$ cat src/rtl/pong_game_ctrl_if.sv
// pong_game_ctrl_if
// Groups the pong game controller's event inputs and status outputs into one
// bundle. Clock and reset stay outside the bundle as plain ports.
//   master : drives btn, pause_btn, frame_tick, hit, miss; observes the status
//   slave  : the controller; observes events, drives gra_still, state,
//            balls_left, score, hiscore, level, new_record
// Parameter values must match the ones given to pong_game_ctrl.
interface pong_game_ctrl_if #(
  parameter int LIVES_W      = 2,
  parameter int SCORE_DIGITS = 2,
  parameter int LEVEL_W      = 3,
  parameter int N_BTN        = 2
);
  logic [N_BTN-1:0]          btn;
  logic                      pause_btn;
  logic                      frame_tick;
  logic                      hit;
  logic                      miss;
  logic                      gra_still;
  logic [2:0]                state;
  logic [LIVES_W-1:0]        balls_left;
  logic [4*SCORE_DIGITS-1:0] score;
  logic [4*SCORE_DIGITS-1:0] hiscore;
  logic [LEVEL_W-1:0]        level;
  logic                      new_record;

  modport master (
    output btn, pause_btn, frame_tick, hit, miss,
    input  gra_still, state, balls_left, score, hiscore, level, new_record
  );

  modport slave (
    input  btn, pause_btn, frame_tick, hit, miss,
    output gra_still, state, balls_left, score, hiscore, level, new_record
  );
endinterface

$ cat src/rtl/pong_game_ctrl.sv
// pong_game_ctrl
// Game-control FSMD for the pong family: sequences new-game, play, new-ball,
// pause and game-over phases; keeps a BCD score, a high score kept since
// reset, the remaining ball count, a speed level and a frame-based delay timer.
// Ports:
//   clk   : rising-edge system clock
//   reset : asynchronous, active-low reset
//   bus   : pong_game_ctrl_if.slave
//           in : btn, pause_btn (debounced levels), frame_tick, hit, miss (pulses)
//           out: gra_still (decoded from state), state, balls_left, score,
//                hiscore, level, new_record (all registered)
module pong_game_ctrl #(
  parameter int LIVES        = 3,
  parameter int LIVES_W      = 2,
  parameter int SCORE_DIGITS = 2,
  parameter int TIMER_FRAMES = 120,
  parameter int LEVEL_W      = 3,
  parameter int LEVEL_MAX    = 7,
  parameter int N_BTN        = 2
) (
  input  logic                   clk,
  input  logic                   reset,
  pong_game_ctrl_if.slave        bus
);

  localparam int SCORE_W = 4 * SCORE_DIGITS;
  localparam int TIMER_W = $clog2(TIMER_FRAMES + 1);

  localparam logic [SCORE_W-1:0] SCORE_MAX   = {SCORE_DIGITS{4'h9}};
  localparam logic [TIMER_W-1:0] TIMER_LOAD  = TIMER_W'(TIMER_FRAMES);
  localparam logic [TIMER_W-1:0] TIMER_ZERO  = {TIMER_W{1'b0}};
  localparam logic [LEVEL_W-1:0] LEVEL_TOP   = LEVEL_W'(LEVEL_MAX);
  localparam logic [LEVEL_W-1:0] LEVEL_ZERO  = {LEVEL_W{1'b0}};
  localparam logic [LIVES_W-1:0] BALLS_FULL  = LIVES_W'(LIVES);
  localparam logic [LIVES_W-1:0] BALLS_FIRST = LIVES_W'(LIVES - 1);
  localparam logic [LIVES_W-1:0] BALLS_ZERO  = {LIVES_W{1'b0}};
  localparam logic [SCORE_W-1:0] SCORE_ZERO  = {SCORE_W{1'b0}};

  typedef enum logic [2:0] {
    ST_NEWGAME = 3'd0,
    ST_PLAY    = 3'd1,
    ST_NEWBALL = 3'd2,
    ST_PAUSE   = 3'd3,
    ST_OVER    = 3'd4
  } state_t;

  // BCD increment by one with ripple carry across digits.
  function automatic logic [SCORE_W-1:0] bcd_inc(input logic [SCORE_W-1:0] v);
    logic [SCORE_W-1:0] r;
    logic               c;
    r = v;
    c = 1'b1;
    for (int i = 0; i < SCORE_DIGITS; i++) begin
      if (c) begin
        if (v[4*i +: 4] == 4'd9) begin
          r[4*i +: 4] = 4'd0;
        end else begin
          r[4*i +: 4] = v[4*i +: 4] + 4'd1;
          c           = 1'b0;
        end
      end else begin
        r[4*i +: 4] = v[4*i +: 4];
      end
    end
    return r;
  endfunction

  state_t             state_r;
  logic [N_BTN-1:0]   btn_d_r;
  logic               pause_d_r;
  logic [TIMER_W-1:0] timer_r;
  logic [LIVES_W-1:0] balls_r;
  logic [SCORE_W-1:0] score_r;
  logic [SCORE_W-1:0] hiscore_r;
  logic [LEVEL_W-1:0] level_r;
  logic               new_record_r;
  logic               over_entry_r;

  logic               press_s;
  logic               pstart_s;
  logic               timer_up_s;
  logic               score_sat_s;

  // Rising-edge detectors; delayed copies reset to ones so a button held
  // through reset is not seen as a press.
  assign press_s     = |(bus.btn & ~btn_d_r);
  assign pstart_s    = bus.pause_btn & ~pause_d_r;
  assign timer_up_s  = (timer_r == TIMER_ZERO);
  assign score_sat_s = (score_r == SCORE_MAX);

  // Game FSM with datapath registers (score, level, balls, timer, hiscore).
  always_ff @(posedge clk or negedge reset) begin
    if (!reset) begin
      state_r      <= ST_NEWGAME;
      btn_d_r      <= {N_BTN{1'b1}};
      pause_d_r    <= 1'b1;
      timer_r      <= TIMER_ZERO;
      balls_r      <= BALLS_FULL;
      score_r      <= SCORE_ZERO;
      hiscore_r    <= SCORE_ZERO;
      level_r      <= LEVEL_ZERO;
      new_record_r <= 1'b0;
      over_entry_r <= 1'b0;
    end else begin
      btn_d_r      <= bus.btn;
      pause_d_r    <= bus.pause_btn;
      new_record_r <= 1'b0;

      // Frame countdown; frozen while paused. A start below overrides it.
      if (bus.frame_tick && !timer_up_s && (state_r != ST_PAUSE)) begin
        timer_r <= timer_r - TIMER_W'(1);
      end else begin
        timer_r <= timer_r;
      end

      case (state_r)
        ST_NEWGAME: begin
          score_r <= SCORE_ZERO;
          level_r <= LEVEL_ZERO;
          if (press_s) begin
            state_r <= ST_PLAY;
            balls_r <= BALLS_FIRST;
          end else begin
            balls_r <= BALLS_FULL;
          end
        end

        ST_PLAY: begin
          // hit beats miss; either beats a coincident pause press.
          if (bus.hit) begin
            if (!score_sat_s) begin
              score_r <= bcd_inc(score_r);
              // Digit 0 wrapping 9->0 bumps the speed level.
              if ((score_r[3:0] == 4'd9) && (level_r != LEVEL_TOP)) begin
                level_r <= level_r + LEVEL_W'(1);
              end
            end
          end else if (bus.miss) begin
            timer_r <= TIMER_LOAD;
            if (balls_r == BALLS_ZERO) begin
              state_r      <= ST_OVER;
              over_entry_r <= 1'b1;
            end else begin
              state_r <= ST_NEWBALL;
              balls_r <= balls_r - LIVES_W'(1);
            end
          end else if (pstart_s) begin
            state_r <= ST_PAUSE;
          end
        end

        ST_PAUSE: begin
          if (pstart_s) begin
            state_r <= ST_PLAY;
          end
        end

        ST_NEWBALL: begin
          // Needs a fresh edge once the delay has run out.
          if (timer_up_s && press_s) begin
            state_r <= ST_PLAY;
          end
        end

        ST_OVER: begin
          over_entry_r <= 1'b0;
          // Packed BCD orders the same as the decimal value.
          if (over_entry_r && (score_r > hiscore_r)) begin
            hiscore_r    <= score_r;
            new_record_r <= 1'b1;
          end
          if (timer_up_s) begin
            state_r <= ST_NEWGAME;
          end
        end

        default: begin
          state_r <= ST_NEWGAME;
        end
      endcase
    end
  end

  assign bus.gra_still  = (state_r != ST_PLAY);
  assign bus.state      = state_r;
  assign bus.balls_left = balls_r;
  assign bus.score      = score_r;
  assign bus.hiscore    = hiscore_r;
  assign bus.level      = level_r;
  assign bus.new_record = new_record_r;

endmodule

$ cat src/flat_wrapper.sv
// flat-port wrapper written by rule: the top's interface ports become plain ports
module pong_game_ctrl_flat 
#(
  parameter int LIVES        = 3,
  parameter int LIVES_W      = 2,
  parameter int SCORE_DIGITS = 2,
  parameter int TIMER_FRAMES = 120,
  parameter int LEVEL_W      = 3,
  parameter int LEVEL_MAX    = 7,
  parameter int N_BTN        = 2
)
  (clk, reset, bus_btn, bus_pause_btn, bus_frame_tick, bus_hit, bus_miss, bus_gra_still, bus_state, bus_balls_left, bus_score, bus_hiscore, bus_level, bus_new_record);
  pong_game_ctrl_if #(.LIVES_W(LIVES_W), .SCORE_DIGITS(SCORE_DIGITS), .LEVEL_W(LEVEL_W), .N_BTN(N_BTN)) bus_i ();
  input  logic clk;
  input  logic reset;
  input wire logic [$bits(bus_i.btn)-1:0] bus_btn;
  input wire logic [$bits(bus_i.pause_btn)-1:0] bus_pause_btn;
  input wire logic [$bits(bus_i.frame_tick)-1:0] bus_frame_tick;
  input wire logic [$bits(bus_i.hit)-1:0] bus_hit;
  input wire logic [$bits(bus_i.miss)-1:0] bus_miss;
  output wire logic [$bits(bus_i.gra_still)-1:0] bus_gra_still;
  output wire logic [$bits(bus_i.state)-1:0] bus_state;
  output wire logic [$bits(bus_i.balls_left)-1:0] bus_balls_left;
  output wire logic [$bits(bus_i.score)-1:0] bus_score;
  output wire logic [$bits(bus_i.hiscore)-1:0] bus_hiscore;
  output wire logic [$bits(bus_i.level)-1:0] bus_level;
  output wire logic [$bits(bus_i.new_record)-1:0] bus_new_record;
  assign bus_i.btn = bus_btn;
  assign bus_i.pause_btn = bus_pause_btn;
  assign bus_i.frame_tick = bus_frame_tick;
  assign bus_i.hit = bus_hit;
  assign bus_i.miss = bus_miss;
  assign bus_gra_still = bus_i.gra_still;
  assign bus_state = bus_i.state;
  assign bus_balls_left = bus_i.balls_left;
  assign bus_score = bus_i.score;
  assign bus_hiscore = bus_i.hiscore;
  assign bus_level = bus_i.level;
  assign bus_new_record = bus_i.new_record;
  pong_game_ctrl #(.LIVES(LIVES), .LIVES_W(LIVES_W), .SCORE_DIGITS(SCORE_DIGITS), .TIMER_FRAMES(TIMER_FRAMES), .LEVEL_W(LEVEL_W), .LEVEL_MAX(LEVEL_MAX), .N_BTN(N_BTN)) u_core (.clk(clk), .reset(reset), .bus(bus_i));
endmodule
$ cat config.mk
export PLATFORM = sky130hd
export DESIGN_NAME = pong_game_ctrl_flat
export DESIGN_NICKNAME = d
export VERILOG_FILES = /design/src/rtl/pong_game_ctrl_if.sv /design/src/rtl/pong_game_ctrl.sv /design/src/flat_wrapper.sv
export SDC_FILE = /design/constraint.sdc
export NUM_CORES = 1
export LEC_CHECK = 0
export CAP_MARGIN = 20
export CORE_MARGIN = 10
export CORE_UTILIZATION = 31
export CTS_BUF_LIST = sky130_fd_sc_hd__clkbuf_4 sky130_fd_sc_hd__clkbuf_8
export DETAILED_ROUTE_END_ITERATION = 8
export GPL_TIMING_DRIVEN = 0
export PLACE_DENSITY = 0.59
export SETUP_SLACK_MARGIN = 0.5
export SYNTH_ARGS = -nofsm -noshare
export SYNTH_HDL_FRONTEND = slang
export SYNTH_SLANG_ARGS = --single-unit
$ cat constraint.sdc
create_clock -name clk -period 5.3 [get_ports clk]
set_input_delay 0.795 -clock clk [delete_from_list [all_inputs] [get_ports clk]]
set_output_delay 0.795 -clock clk [all_outputs]
set_load 0.02 [all_outputs]
==> flow_metrics.env, run 1 <==
export IMPL_status="finished, final reports clean"
export IMPL_clockBufferDepth=2
export IMPL_grt_antenna_before_repair=0
export IMPL_fin_crit_sh_pct=52.3
export IMPL_clock_sinks=36
export IMPL_drive_gt1_share_pct=13.7
export IMPL_synthMuxAreaShare_pct=7.04
export IMPL_netlist_area_sq_um=2010
export IMPL_worst_path_buf_inv=2
export IMPL_synthXorXnorAreaFrac_pct=1.31
export IMPL_rsz0062_at_grt="false"
export IMPL_cp_slowest_cell="clkdlybuf4s50_1"
export IMPL_core_area_sq_um=6310
export IMPL_worstMarginPinSlew_ps=806
export IMPL_preCtsSetupSlack_ps=2870
export IMPL_timing_hold_ws_ps=504
export IMPL_synthSimpleGateAreaFrac_pct=18.1
export IMPL_cap_violations=0
export IMPL_gr_usage_all_layers_pct=8.99
export IMPL_max_freq_mhz=361
export IMPL_postSynthNetCount=217
export IMPL_synth_seq_area_share_pct=45.1
export IMPL_pin_count=34
export IMPL_final_core_util_pct=39.8
export IMPL_synthCells=193
export IMPL_clk_latency_ps=290
export IMPL_relSlewSlack_pct=46.3
export IMPL_path_delay_family="buffers and inverters"
export IMPL_num_antenna_cells=0
export IMPL_ant_nets=0
export IMPL_fin_worst_skew_ps=8.01
export IMPL_die_h_um=101
export IMPL_clk_pin_slew_worst_paths_ps=80
export IMPL_die_w_um=101
export IMPL_dp_hpwl_um=3240
export IMPL_cp_end_kind="output port"
export IMPL_htree_levels=2
export IMPL_synthDistinctLibCells=46
export IMPL_drt_iter0_markers=75
export IMPL_syn_avg_cell_area_sq_um=10.4
export IMPL_fin_setup_tns_ps=0
export IMPL_cpPeakStageDelay_ps=610
export IMPL_finalSetupViolCount=0
export IMPL_p_leak_nw=1.13
export IMPL_cellPowerDensity_nw_per_um2=389
export IMPL_cts_resized_gates=0
export IMPL_cp_required_ps=4510
export IMPL_holdCritPathClass="flip-flop to flip-flop"
export IMPL_gpl_final_weighted_congestion=0.768
export IMPL_crit_type="flip-flop to output port"
export IMPL_die_area_sq_um=10100
export IMPL_yosys_area_share_adder_pct=9.96
export IMPL_ys_ff_latch=36
export IMPL_irDropWorstVdd_v=0.000191
export IMPL_wirelength_um=4350
export IMPL_arrival_ps=1980
export IMPL_crit_chain="clkbuf_1, nand2_1, clkdlybuf4s50_1"
export IMPL_grt_pass1_vias=1536
export IMPL_cts_buffers=5
export IMPL_slew_viol_final=0
export IMPL_layout_common_cells="clkdlybuf4s50_1 (32), dfrtp_1 (31), inv_1 (20), ha_1 (16), nand2_1 (15)"
export IMPL_crit_path_start_kind="flip-flop"
export IMPL_hold_violations=0
export IMPL_num_vias=1536
export IMPL_path_max_fanout=10
export IMPL_synth_top_family_by_area="simple AND/OR/NAND/NOR gates"
export IMPL_area_growth_syn_to_layout_pct=25.0
export IMPL_synth_compound_area_share_pct=14.2
export IMPL_grt_overflow_total=0
export IMPL_cts_root_buf="clkbuf_8"
export IMPL_grt_pass1_wl_um=7470
export IMPL_dr_pass1_iters=4
export IMPL_final_common_cell="clkdlybuf4s50_1"
export IMPL_io_buffers=33
export IMPL_initial_core_util_pct=31.8
export IMPL_rows=29
export IMPL_timing_final_crit_period_ps=2770
export IMPL_cts_setup_buffers=0
export IMPL_grt_max_degree=37
export IMPL_tritoncts="built"
export IMPL_setup_ws_ps=2530
export IMPL_holdBufCountCts=0
export IMPL_drc=0
export IMPL_fin_nets=257
export IMPL_wl_per_cell_um=14.0
export IMPL_vias_per_cell=4.95
export IMPL_ys_warn_count=0
==> cell usage after synthesis (all sizes together) <==
master,n,share of area (%)
dfrtp,31,39
inv,21,3.9
ha,16,10
nand2,15,2.8
o21ai,15,3.7
nor2,13,2.6
a21oi,10,2.9
nand3,8,2.0
mux2,7,5.0
or3,6,2.1
dfstp,5,6.5
nand3b,5,1.9
mux2i,4,2.0
nand4,4,1.2
a22oi,3,1.1
a211oi,2,1.0
a32o,2,1.0
and3,2,0.62
clkbuf,2,0.37
nor3,2,0.50
nor3b,2,1.0
o31ai,2,1.4
or2,2,0.62
xor2,2,0.87
and3b,1,0.44
nand2b,1,0.31
nand4b,1,0.44
nor2b,1,0.68
nor4,1,0.31
o211a,1,0.50
o211ai,1,0.62
o221ai,1,0.44
o311a,1,1.1
o32ai,1,0.44
or3b,1,0.56
xnor2,1,0.44
==> logic make-up (layout without fill, tap and decap cells) <==
kind of cell    Yosys count  in the layout
fa+ha+maj                16             16
xor+xnor                  3              3
simple gates             65             65
buf+inv                  23             63
compound gates           39             39
mux                      11             11
flops                    36             36
==> metrics by stage <==
| step | area [sq um] | power, mW | instances |
|---|---|---|---|
| floorplan | 2010 | 0.648 | 193 |
| global placement | 2440 | 0.786 | 303 |
| detailed placement | 2430 | 0.793 | 303 |
| CTS | 2510 | 0.989 | 310 |
| global route | 2510 | 1.05 | 310 |
| finish | 2510 | 0.977 | 310 |
==> worst paths after layout <==
path,from,to,slack (ps),cells after the start
worst min register to register,u_core.bus.level[0],u_core.bus.level[0],500,1
worst max-delay path,u_core.bus.state[0],bus_gra_still,2530,3
max in group asynchronous,reset,u_core.bus.level[1],4190,1
min in group asynchronous,reset,u_core.bus.new_record,590,1
worst max register to register,u_core.bus.score[1],u_core.bus.hiscore[2],3170,6
worst min-delay path,u_core.bus.level[0],u_core.bus.level[0],500,1
==> worst register-to-register path: cells and delay by family, from the launching register on <==
kind / cells / cell delay, ps
compound gates: 3 / 770
simple gates: 1 / 130
mux: 1 / 350
flops: 1 / 450
fa+ha+maj: 1 / 320
==> registers in the layout, indices dropped and copies added, names as in the netlist <==
| name | flops |
|---|---|
| u_core.bus.balls_left | 2 |
| u_core.bus.new_record | 1 |
| u_core.pause_d_r | 1 |
| u_core.bus.hiscore | 8 |
| u_core.btn_d_r | 2 |
| u_core.bus.state | 3 |
| u_core.timer_r | 7 |
| u_core.bus.level | 3 |
| u_core.over_entry_r | 1 |
| u_core.bus.score | 8 |
==> where the power goes <==
| group | internal [mW] | leakage, nW | switching, mW | total, mW |
|---|---|---|---|---|
| clock network | 0.0945 | 0.0445 | 0.0974 | 0.192 |
| registers | 0.334 | 0.456 | 0.0675 | 0.402 |
| logic | 0.163 | 0.631 | 0.221 | 0.383 |
| total | 0.592 | 1.13 | 0.385 | 0.977 |
==> routing by layer <==
metal	up-vias	routed length, um	global-route usage, %
li1	768	-	-
met2	36	1940	13.2
met1	730	2010	11.3
met4	0	17	2.28
met5	-	0	0
met3	2	383	4.66
==> cell type report <==
type | count | area [sq um]
buffer | 2 | 7.51
clock buffer | 6 | 76.3
clock inverter | 1 | 5.00
fill | 643 | 3800
inverter | 21 | 78.8
multi-input combinational | 134 | 1020
sequential | 36 | 907
tap | 77 | 96.3
timing repair buffer | 33 | 325
(Power assumes the default switching activity.)
==> inputs of run 2 (changes only) <==
Settings changed: PLACE_DENSITY 0.59 to 0.61.
Clock period 5.3 ns to 2.5 ns, I/O delays scaled along.
==> flow_metrics.env, run 2 (synthesis gave the netlist of run 1 again) <==
export IMPL_io_buffers=33
export IMPL_final_cells=322
export IMPL_drive_gt1_share_pct=25.7
export IMPL_num_vias=1566
export IMPL_max_freq_mhz=514
export IMPL_power_frac_comb_pct=39.7
export IMPL_cpPeakStageDelay_ps=440
export IMPL_timing_final_crit_period_ps=1950
export IMPL_crit_path_start_kind="flip-flop"
export IMPL_drc=0
export IMPL_holdCritPathClass="input port to async pin"
export IMPL_finalSetupViolCount=0
export IMPL_power_mw=2.17
export IMPL_rows=29
export IMPL_path_max_fanout=4
export IMPL_grt_antenna_before_repair=0
export IMPL_wl_per_cell_um=14.6
export IMPL_multi_input_area_sq_um=1060
export IMPL_layout_common_cells="clkdlybuf4s50_1 (31), dfrtp_1 (21), inv_1 (18), nand2_1 (15), ha_1 (14)"
export IMPL_cts_buffers=5
export IMPL_initial_core_util_pct=31.8
export IMPL_status="finished, final reports clean"
export IMPL_gpl_final_weighted_congestion=0.749
export IMPL_seqPwrFrac_pct=39.4
export IMPL_num_antenna_cells=0
export IMPL_swShare_pct=38.7
export IMPL_wirelength_um=4720
export IMPL_irDropWorstVdd_v=0.000505
export IMPL_fin_crit_sh_pct=77.8
export IMPL_hold_violations=0
export IMPL_cap_violations=0
export IMPL_dp_hpwl_um=3310
export IMPL_fillers=624
export IMPL_clk_latency_ps=290
export IMPL_p_clk_share_pct=21.0
export IMPL_gr_usage_all_layers_pct=9.48
export IMPL_grt_overflow_total=0
export IMPL_fin_worst_skew_ps=11.0
export IMPL_holdBufCountCts=0
export IMPL_vias_per_cell=4.86
export IMPL_ant_nets=0
export IMPL_finalInstanceArea_sq_um=2700
export IMPL_crit_type="flip-flop to flip-flop"
export IMPL_grt_pass1_vias=1554
export IMPL_placed_cell_area_sq_um=2450
export IMPL_arrival_ps=2130
export IMPL_cts_root_buf="clkbuf_8"
export IMPL_die_w_um=101
export IMPL_clk_pin_slew_worst_paths_ps=80
export IMPL_grt_pass1_wl_um=7720
export IMPL_tritoncts="built"
export IMPL_p_sw_uw=840
export IMPL_rsz0062_at_grt="true"
export IMPL_die_h_um=101
export IMPL_core_area_sq_um=6310
export IMPL_pin_count=34
export IMPL_dr_pass1_iters=4
export IMPL_clockBufferDepth=2
export IMPL_fin_setup_tns_ps=0
export IMPL_fin_nets=268
export IMPL_seqCellArea_sq_um=920
export IMPL_htree_levels=2
export IMPL_area_growth_syn_to_layout_pct=34.3
export IMPL_cellPowerDensity_nw_per_um2=805
export IMPL_drt_iter0_markers=85
export IMPL_relSlewSlack_pct=44.4
export IMPL_die_area_sq_um=10100
export IMPL_clock_sinks=36
export IMPL_slew_viol_final=0
export IMPL_p_int_mw=1.33
export IMPL_final_core_util_pct=42.7
export IMPL_p_leak_nw=1.21
export IMPL_cp_slowest_cell="dfrtp_2"
export IMPL_cp_end_kind="flip-flop"
export IMPL_grt_max_degree=37
export IMPL_final_common_cell="clkdlybuf4s50_1"
export IMPL_dp_cells=303
export IMPL_crit_chain="ha_1, o21ai_1, nor2_2, o31ai_4, clkbuf_16, mux2_4"
export IMPL_cp_required_ps=2680
export IMPL_worstMarginPinSlew_ps=834
[run 2: power by group through the flow]
stage               registers, mW  clock network, mW  logic (mW)
global placement            0.862                  0       0.823
floorplan                   0.898                  0       0.494
global route                0.880              0.503       0.968
finish                      0.855              0.455       0.862
CTS                         0.858              0.466       0.838
detailed placement          0.865                  0       0.832
[run 2: metal layers]
layer	wire [um]	track usage, %	share of wire (%)
met2	2110	13.7	45
met4	82	4.89	1.7
met1	2260	12.4	48
met3	263	2.88	5.6
met5	0	0	0
[run 2: worst paths after layout]
path,startpoint,to,slack (ps),cells past startpoint
worst max register to register,u_core.bus.score[6],u_core.bus.hiscore[2],550,6
worst min-delay path,reset,u_core.bus.hiscore[0],190,1
max in group asynchronous,reset,u_core.bus.score[0],1730,1
worst min register to register,u_core.bus.level[0],u_core.bus.level[0],520,1
min in group clk,u_core.bus.level[0],u_core.bus.level[0],520,1
worst max-delay path,u_core.bus.score[6],u_core.bus.hiscore[2],550,6
[run 2: layout make-up]
| type | count | area share (%) |
|---|---|---|
| multi-input combinational | 134 | 39.3 |
| tap | 77 | 3.57 |
| clock buffer | 8 | 3.62 |
| buffer | 2 | 0.325 |
| timing repair buffer | 44 | 16.2 |
| sequential | 36 | 34.1 |
| inverter | 21 | 2.92 |
[run 2: critical path: cells and delay by family (launching register included)]
family,cells,cell delay [ps]
compound gates,2,510
flops,1,440
fa+ha+maj,1,310
mux,1,290
buf+inv,1,210
simple gates,1,80
[run 2: timing repair]
item | in CTS | in global routing
pin swaps | 1 | 1
gates cloned | 0 | 1
setup endpoints to repair | 9 | 10
resized for setup | 3 | 12
buffers inserted | 2 | 8
[run 2: metrics by stage]
step	hold WS (ps)	worst slack (ps)
2_1_floorplan	79.4	438
3_3_place_gp	496	21.6
3_5_place_dp	501	341
4_1_cts	217	558
5_1_grt	255	473
6_report	191	555
==> inputs of run 3 (changes only) <==
Settings changed: PLACE_DENSITY 0.61 to 0.59.
Clock period 2.5 ns to 1.8 ns, I/O delays scaled along.
==> flow_metrics.env, run 3 (synthesis gave the netlist of run 1 again) <==
export IMPL_wl_per_cell_um=15.4
export IMPL_grt_pass1_wl_um=8550
export IMPL_r2r_cells=7
export IMPL_crit_type="flip-flop to flip-flop"
export IMPL_cp_required_ps=1990
export IMPL_r2r_slack_ps=-70
export IMPL_fin_crit_sh_pct=104
export IMPL_clockBufferDepth=2
export IMPL_grt_pass1_vias=1733
export IMPL_timing_hold_ws_ps=77.8
export IMPL_hold_violations=0
export IMPL_final_common_cell="buf_6"
export IMPL_placed_cell_area_sq_um=2550
export IMPL_finalSetupViolCount=13
export IMPL_worstMarginPinSlew_ps=882
export IMPL_holdCritPathClass="input port to async pin"
export IMPL_gr_usage_all_layers_pct=10.5
export IMPL_rsz0062_at_grt="true"
export IMPL_cp_slowest_cell="dfrtp_2"
export IMPL_slew_viol_final=0
export IMPL_clock_sinks=36
export IMPL_wirelength_um=5670
export IMPL_p_leak_nw=1.53
export IMPL_drt_iter0_markers=55
export IMPL_timing_final_crit_period_ps=1870
export IMPL_cpPeakStageDelay_ps=410
export IMPL_r2r_start="u_core.bus.hiscore[5]"
export IMPL_grt_antenna_before_repair=0
export IMPL_relSlewSlack_pct=41.2
export IMPL_setup_ws_ps=-70.5
export IMPL_drc=0
export IMPL_fin_nets=313
export IMPL_cp_end_kind="flip-flop"
export IMPL_drive_gt1_share_pct=63.1
export IMPL_irDropWorstVdd_v=0.000603
export IMPL_layout_common_cells="buf_6 (34), buf_4 (33), dfrtp_1 (17), dfrtp_2 (14), inv_1 (12)"
export IMPL_crit_path_start_kind="flip-flop"
export IMPL_clk_pin_slew_worst_paths_ps=70
export IMPL_cap_violations=0
export IMPL_rows=29
export IMPL_fillers=561
export IMPL_r2r_end="u_core.bus.hiscore[4]"
export IMPL_ant_nets=0
export IMPL_violations="negative setup slack"
export IMPL_dr_pass1_iters=4
export IMPL_power_mw=4.21
export IMPL_clk_latency_ps=300
export IMPL_cellPowerDensity_nw_per_um2=1250
export IMPL_crit_chain="inv_2, ha_4, a211oi_2, nor2_2, o31ai_4, buf_6, mux2_4"
export IMPL_status="finished, violations left"
export IMPL_pin_count=34
export IMPL_arrival_ps=2060
export IMPL_initial_core_util_pct=31.8
export IMPL_tritoncts="built"
export IMPL_htree_levels=2
export IMPL_path_max_fanout=5
export IMPL_path_delay_family="compound AO/OA/AOI/OAI gates"
export IMPL_max_freq_mhz=535
export IMPL_worst_path_buf_inv=2
export IMPL_fin_worst_skew_ps=7.34
export IMPL_io_buffers=33
export IMPL_die_h_um=101
export IMPL_die_w_um=101
export IMPL_grt_max_degree=37
export IMPL_num_antenna_cells=0
export IMPL_core_area_sq_um=6310
export IMPL_gpl_final_weighted_congestion=0.709
export IMPL_grt_overflow_total=0
export IMPL_num_vias=1800
export IMPL_dp_hpwl_um=3340
export IMPL_vias_per_cell=4.90
export IMPL_area_growth_syn_to_layout_pct=67.7
export IMPL_cts_root_buf="clkbuf_8"
export IMPL_die_area_sq_um=10100
export IMPL_preCtsSetupSlack_ps=-397
export IMPL_cts_buffers=5
export IMPL_finalInstanceArea_sq_um=3370
[run 3: changes by cell type in the layout (fill, tap and decap cells not counted), sizes merged]
cell / delta
clkbuf: +7
dlygate4sd2: +2
clkdlybuf4s15: +3
buf: +59
clkdlybuf4s50: -26
[run 3: power breakdown]
part	total, mW	internal, mW	switching [mW]
Clock	0.675	0.365	0.310
Combinational	2.36	1.27	1.09
Sequential	1.18	0.996	0.182
[run 3: worst max path at each step]
stage                                      from                    end  depth (start not counted)
after floorplan             u_core.bus.score[1]  u_core.bus.hiscore[3]                          6
after global placement                    reset    u_core.bus.state[1]                          1
after detailed placement    u_core.bus.score[3]  u_core.bus.hiscore[4]                          5
after CTS                   u_core.bus.score[1]  u_core.bus.hiscore[4]                          7
after global routing      u_core.bus.hiscore[7]  u_core.bus.hiscore[4]                          7
final                     u_core.bus.hiscore[5]  u_core.bus.hiscore[4]                          7
[run 3: per-stage QoR]
step                util (%)  std cells  setup TNS (ps)
floorplan                  -        193           -1780
global placement        40.4        303          -19440
detailed placement      40.4        303           -2960
CTS                     46.9        337            -671
global route            53.4        367           -1360
finish                  53.4        367            -509
[run 3: worst register-to-register path, delay by kind of cell, from the launching register on]
kind / cells / cell delay, ps
AOI/OAI and AO/OA: 2 / 490
adders and majority gates: 1 / 210
buffers and inverters: 2 / 260
DFF: 1 / 410
muxes: 1 / 300
and+or+nand+nor: 1 / 80
[run 3: what timing repair did]
action                     in CTS  in global routing
buffers inserted               26                 30
pin swaps                      10                 33
setup endpoints to repair      59                 54
resized for setup             117                 77
hold buffers                    0                  0
[run 3: routing by layer]
metal / vias up / GRT usage, % / wire length (um)
li1: 883 / - / -
met1: 877 / 12.0 / 2380
met2: 29 / 18.2 / 2950
met3: 11 / 2.67 / 185
met4: 0 / 4.57 / 156
met5: - / 0 / 0
[run 3: layout make-up]
type / count / area, sq um / area share, %
flip-flops and latches: 36 / 925 / 27.4
multi-input cells: 134 / 1330 / 39.3
repair buffers: 89 / 807 / 23.9
clock buffers: 8 / 104 / 3.08
inverters: 21 / 86.3 / 2.56
well taps: 77 / 96.3 / 2.86
plain buffers: 2 / 27.5 / 0.817
